$ cat src/rtl/output_buffer_ctrl_pkg.sv
// Shared types and defaults for the output_buffer sequencer.
package output_buffer_ctrl_pkg;

  // Defaults used when the shared configuration does not override them.
  localparam int DEFAULT_ARRAYWIDTH = 8;
  localparam int DEFAULT_DSP_DELAY  = 3;

  // Tile sequencing states.
  typedef enum logic [2:0] {
    ST_IDLE  = 3'd0,
    ST_WAIT  = 3'd1,
    ST_LOAD  = 3'd2,
    ST_DRAIN = 3'd3,
    ST_DONE  = 3'd4,
    ST_CLR   = 3'd5
  } state_t;

  // Counter width that stays at least one bit wide for degenerate sizes.
  function automatic int cnt_width(input int n);
    return (n > 1) ? $clog2(n) : 1;
  endfunction

endpackage

$ cat src/rtl/output_buffer_ctrl.sv
// Sequencer for the systolic array output_buffer: waits for the first
// result row, loads every lane, drains rows over valid/ready, then clears
// the buffer before the next tile.
module output_buffer_ctrl
  import output_buffer_ctrl_pkg::*;
#(
  parameter int ARRAYWIDTH = DEFAULT_ARRAYWIDTH,
  parameter int DSP_DELAY  = DEFAULT_DSP_DELAY
) (
  input  logic clk,
  input  logic rst,
  input  logic start,
  input  logic abort,
  input  logic res_valid,
  input  logic out_ready,
  output logic load_en,
  output logic out_en,
  output logic out_valid,
  output logic out_last,
  output logic buf_rst,
  output logic busy,
  output logic done
);

  // The load phase lasts one lane-enable step per lane.
  localparam int LOAD_CYCLES = ARRAYWIDTH * DSP_DELAY;
  localparam int LW          = $clog2(LOAD_CYCLES + 1);
  localparam int RW          = cnt_width(ARRAYWIDTH);

  localparam logic [LW-1:0] LOAD_LAST = LW'(LOAD_CYCLES - 1);
  localparam logic [LW-1:0] LOAD_MAX  = LW'(LOAD_CYCLES);
  localparam logic [RW-1:0] ROW_LAST  = RW'(ARRAYWIDTH - 1);

  state_t        state_q, state_d;
  logic [LW-1:0] load_cnt_q, load_cnt_d;
  logic [RW-1:0] row_cnt_q, row_cnt_d;
  logic          load_en_q, load_en_d;
  logic          out_valid_q, out_valid_d;
  logic          done_q, done_d;
  logic          buf_rst_q, buf_rst_d;
  logic          abort_hit;
  logic          handshake;
  logic          row_is_last;

  // A row moves downstream whenever it is offered and accepted this cycle.
  assign handshake   = out_valid_q & out_ready;
  assign row_is_last = (row_cnt_q == ROW_LAST);

  // Next-state and counter updates; abort overrides every other transition.
  always_comb begin
    // NOTE: every signal assigned here gets a default first so no path
    // leaves it unassigned, which would otherwise infer a latch.
    state_d    = state_q;
    load_cnt_d = load_cnt_q;
    row_cnt_d  = row_cnt_q;
    abort_hit  = 1'b0;

    unique case (state_q)
      ST_IDLE: begin
        if (start) state_d = ST_WAIT;
      end
      ST_WAIT: begin
        if (res_valid) state_d = ST_LOAD;
      end
      ST_LOAD: begin
        if (load_cnt_q == LOAD_LAST) begin
          state_d    = ST_DRAIN;
          load_cnt_d = '0;
        end else if (load_cnt_q < LOAD_MAX) begin
          load_cnt_d = load_cnt_q + 1'b1;
        end
      end
      ST_DRAIN: begin
        if (handshake) begin
          if (row_is_last) begin
            state_d   = ST_DONE;
            row_cnt_d = '0;
          end else begin
            row_cnt_d = row_cnt_q + 1'b1;
          end
        end
      end
      ST_DONE: state_d = ST_CLR;
      ST_CLR:  state_d = ST_IDLE;
      default: state_d = ST_IDLE;
    endcase

    if (abort && (state_q != ST_IDLE)) begin
      state_d    = ST_CLR;
      load_cnt_d = '0;
      row_cnt_d  = '0;
      abort_hit  = 1'b1;
    end
  end

  // Registered outputs are decoded from the upcoming state so they line up
  // with the state they qualify.
  always_comb begin
    load_en_d   = (state_d == ST_LOAD);
    out_valid_d = (state_d == ST_DRAIN);
    done_d      = (state_d == ST_DONE);
    buf_rst_d   = (state_d == ST_DONE) | abort_hit;
  end

  // State, counters and registered outputs; buf_rst comes out of reset high
  // so the buffer always sees at least one clear cycle.
  always_ff @(posedge clk or posedge rst) begin
    if (rst) begin
      state_q     <= ST_IDLE;
      load_cnt_q  <= '0;
      row_cnt_q   <= '0;
      load_en_q   <= 1'b0;
      out_valid_q <= 1'b0;
      done_q      <= 1'b0;
      buf_rst_q   <= 1'b1;
    end else begin
      // NOTE: non-blocking assignments keep every register sampling the
      // pre-edge values, independent of statement order.
      state_q     <= state_d;
      load_cnt_q  <= load_cnt_d;
      row_cnt_q   <= row_cnt_d;
      load_en_q   <= load_en_d;
      out_valid_q <= out_valid_d;
      done_q      <= done_d;
      buf_rst_q   <= buf_rst_d;
    end
  end

  assign load_en   = load_en_q;
  assign out_valid = out_valid_q;
  assign out_en    = handshake;
  assign out_last  = out_valid_q & row_is_last;
  assign buf_rst   = buf_rst_q;
  assign done      = done_q;
  assign busy      = (state_q != ST_IDLE);

endmodule

$ cat config.mk
export PLATFORM = sky130hd
export DESIGN_NAME = output_buffer_ctrl
export DESIGN_NICKNAME = d
export VERILOG_FILES = /design/src/rtl/output_buffer_ctrl_pkg.sv /design/src/rtl/output_buffer_ctrl.sv
export SDC_FILE = /design/constraint.sdc
export NUM_CORES = 1
export LEC_CHECK = 0
export CORE_UTILIZATION = 35
export CTS_CLUSTER_SIZE = 16
export DETAILED_ROUTE_END_ITERATION = 6
export GPL_TIMING_DRIVEN = 0
export PLACE_DENSITY = 0.65
export SLEW_MARGIN = 20
export SYNTH_ARGS = -nofsm -noshare
export SYNTH_HDL_FRONTEND = slang
export SYNTH_SLANG_ARGS = --single-unit
$ cat constraint.sdc
create_clock -name clk -period 3.4 [get_ports clk]
set_input_delay 0.51 -clock clk [delete_from_list [all_inputs] [get_ports clk]]
set_output_delay 0.51 -clock clk [all_outputs]
set_load 0.01 [all_outputs]
==> flow_metrics.tcl <==
set metrics [dict create \
    finalCriticalPeriod_ns 2.249 \
    setup_tns_ns 0 \
    port_buffers 12 \
    h-tree-depth 1 \
    cts-root-buf "clkbuf_4" \
    ys_types 28 \
    drt_iter0_drc 5 \
    place.gp.congestion 0.8095 \
    cts-hold-fix-buffers 0 \
    core_area_mm2 0.002022 \
    fp.dieH_um 49.12 \
    clkSlewWorstSetupHoldPaths_ns 0.08 \
    firstDrtPassIters 4 \
    slew_headroom_pct 61.78 \
    drv_slew 0 \
    p_clk_share_pct 19.6 \
    syn-num-nets 83 \
    maxCapViolCount 0 \
    final_util_pct 47.34 \
    grt_overflow_total 0 \
    clk_path_buf_depth 2 \
    grt_max_degree 16 \
    vias_per_cell 4.966 \
    dieArea_mm2 0.002412 \
    yosysTopAreaCell "dfrtp_1" \
    max_freq_mhz 444.6 \
    synth_area_leaders "dfrtp_1, ha_1, nand2_1" \
    hp-class "register to register" \
    row_count 16 \
    routed_wirelength_mm 1.395 \
    die_w_um 49.12 \
    ir_drop_v 0.0002909 \
    antenna_found_initial 0 \
    grt_setup_unrepaired "no" \
    hold_viol_final 0 \
    cts_tree "yes" \
    clock_latency_ns 0.28 \
    drc_errors 0 \
    cts_post_setup_buffers_inserted 0 \
    grtUsageTotal_pct 12.86 \
    synth_compound_gate_area_share_pct 8.052 \
    final_antenna_net_count 0 \
    fin_area_um2 957.2 \
    place_area_um2 930.9 \
    avgSynthCellArea_um2 10.50 \
    synthSimpleGateAreaFrac_pct 28.99 \
    wl_per_cell_um 11.92 \
    syn_inst 74 \
    syn2layout_area_growth_pct 23.19 \
    final_nets 100 \
    setup_viol 0 \
    ctsResizeCount 0 \
    min_period_over_period_pct 66.15 \
    synthAdderAreaFrac_pct 4.831 \
    synth_area_um2 777.0 \
    crit_required_ns 2.89 \
    max_slew.worst_pin.slew_ns 0.5727 \
    critical_path_class "register to output port" \
    startpoint_type "register" \
    power_frac_comb_pct 32.8 \
    end_kind "output port" \
    cts_sinks 15 \
    ios 13 \
    dp.final_hpwl_mm 1.036 \
    start_util_pct 38.43 \
    p_int_mw 0.3458 \
    cp.arrival_ns 1.74 \
    ys_ff_latch 15 \
    swShare_pct 33.16 \
    synth_xor_area_share_pct 2.254 \
    power.density_mw_per_mm2 540.5 \
    leakagePower_nw 0.4615 \
    status "complete, no violations" \
    synthMuxAreaShare_pct 5.314 \
    drive_above_1_share_pct 13.33 \
    grt_pass1_wl_mm 2.332 \
    antenna_cells 0 \
    cts_buffers 3 \
    fin_skew_ns 0.004224 \
    crit_fanout 4 \
    via_count 581 \
    pwr-share-seq_pct 47.6 \
    yosysWarnings 0 \
    power.switching_mw 0.1716 \
    synth_top_area_share_pct 45.09 \
    ys_seq_area_share_pct 48.47 \
    first_global_vias 512 \
    synth_top_family_by_area "simple AND/OR/NAND/NOR gates" \
]
-- placed cells by master, fill, tap and decap left out, types with 2 or more instances in the layout --
master,instances
a21oi_1,3
and2_1,3
and3_1,2
clkbuf_4,3
clkdlybuf4s50_1,12
dfrtp_1,14
ha_1,3
inv_1,3
mux2i_1,3
nand2_1,9
nand3_1,5
nor2_1,8
nor3_1,2
or3_1,2
xor2_1,2
-- through the flow --
stage | power, mW | setup WS (ns) | std cells | hold WS (ns)
after floorplan | 0.3493 | 1.942 | 74 | 0.4108
after global placement | 0.4169 | 1.223 | 113 | 0.5146
after detailed placement | 0.4213 | 1.220 | 113 | 0.5331
after CTS | 0.5237 | 1.137 | 117 | 0.5508
after global routing | 0.5470 | 1.079 | 117 | 0.5944
final | 0.5174 | 1.151 | 117 | 0.5423
-- flip-flops by register name (all words and copies together) (netlist names) --
signal and count:
out_valid 1, buf_rst 1, load_en 1, done 1, state_q 3, row_cnt_q 3, load_cnt_q 5
-- cell families after synthesis --
kind of cell | Yosys count
adders and majority gates | 3
DFF | 15
buffers and inverters | 4
muxes | 4
AOI/OAI and AO/OA | 7
xor gates and xnor gates | 2
and+or+nand+nor | 39
-- power groups by stage --
stage | clock network [mW] | registers [mW] | logic (mW)
3_3_place_gp | 0 | 0.248 | 0.169
3_5_place_dp | 0 | 0.250 | 0.172
6_report | 0.101 | 0.246 | 0.170
5_1_grt | 0.109 | 0.252 | 0.185
2_1_floorplan | 0 | 0.252 | 0.0977
4_1_cts | 0.104 | 0.247 | 0.172
-- layout make-up --
type	instances	area, um2
Sequential cell	15	376.6
Fill cell	206	1065
Buffer	1	5.005
Tap cell	27	33.78
Timing Repair Buffer	12	120.1
Multi-Input combinational cell	55	384.1
Inverter	3	11.26
Clock buffer	4	26.28
-- critical path, cell delays in order, from the launching register on --
cell,delay (ns)
dfrtp_1,0.40
ha_1,0.21
ha_1,0.22
and2_1,0.17
clkdlybuf4s50_1,0.47
-- cells in the mapped netlist --
cell and number:
nand2_1 9, xor2_1 2, and2_1 3, dfrtp_1 14
a21oi_1 3, nand3_2 1, nand4_2 1, and2b_1 1
nor3_2 1, nor3b_4 1, nand3_1 5, nor3_1 2
o21ai_0 1, nor2_1 8, nor2_2 1, mux2i_1 3
and3b_1 1, o21bai_1 1, and3_1 2, mux2_2 1
o221ai_4 1, or3b_1 1, dfstp_2 1, inv_1 3
ha_1 3, buf_2 1, or3_1 2, a211o_1 1
-- metal layers --
metal	wire, um	vias to the layer above	global-route usage, %
met5	0	-	0
li1	-	291	-
met3	26	4	0.9346
met2	638	10	19.18
met1	689	276	17.61
met4	40	0	8.824
-- final timing paths --
check                              from             to  slack (ns)  cells after the start
setup / recovery           row_cnt_q[0]       out_last        1.15                      4
hold / removal             row_cnt_q[2]   row_cnt_q[2]        0.54                      2
setup reg to reg           row_cnt_q[0]      out_valid        1.81                      6
hold reg to reg            row_cnt_q[2]   row_cnt_q[2]        0.54                      2
max in group asynchronous           rst        buf_rst        2.45                      2
min in group asynchronous           rst  load_cnt_q[2]        0.57                      2
Note: power is estimated with default switching activity, not from simulation.
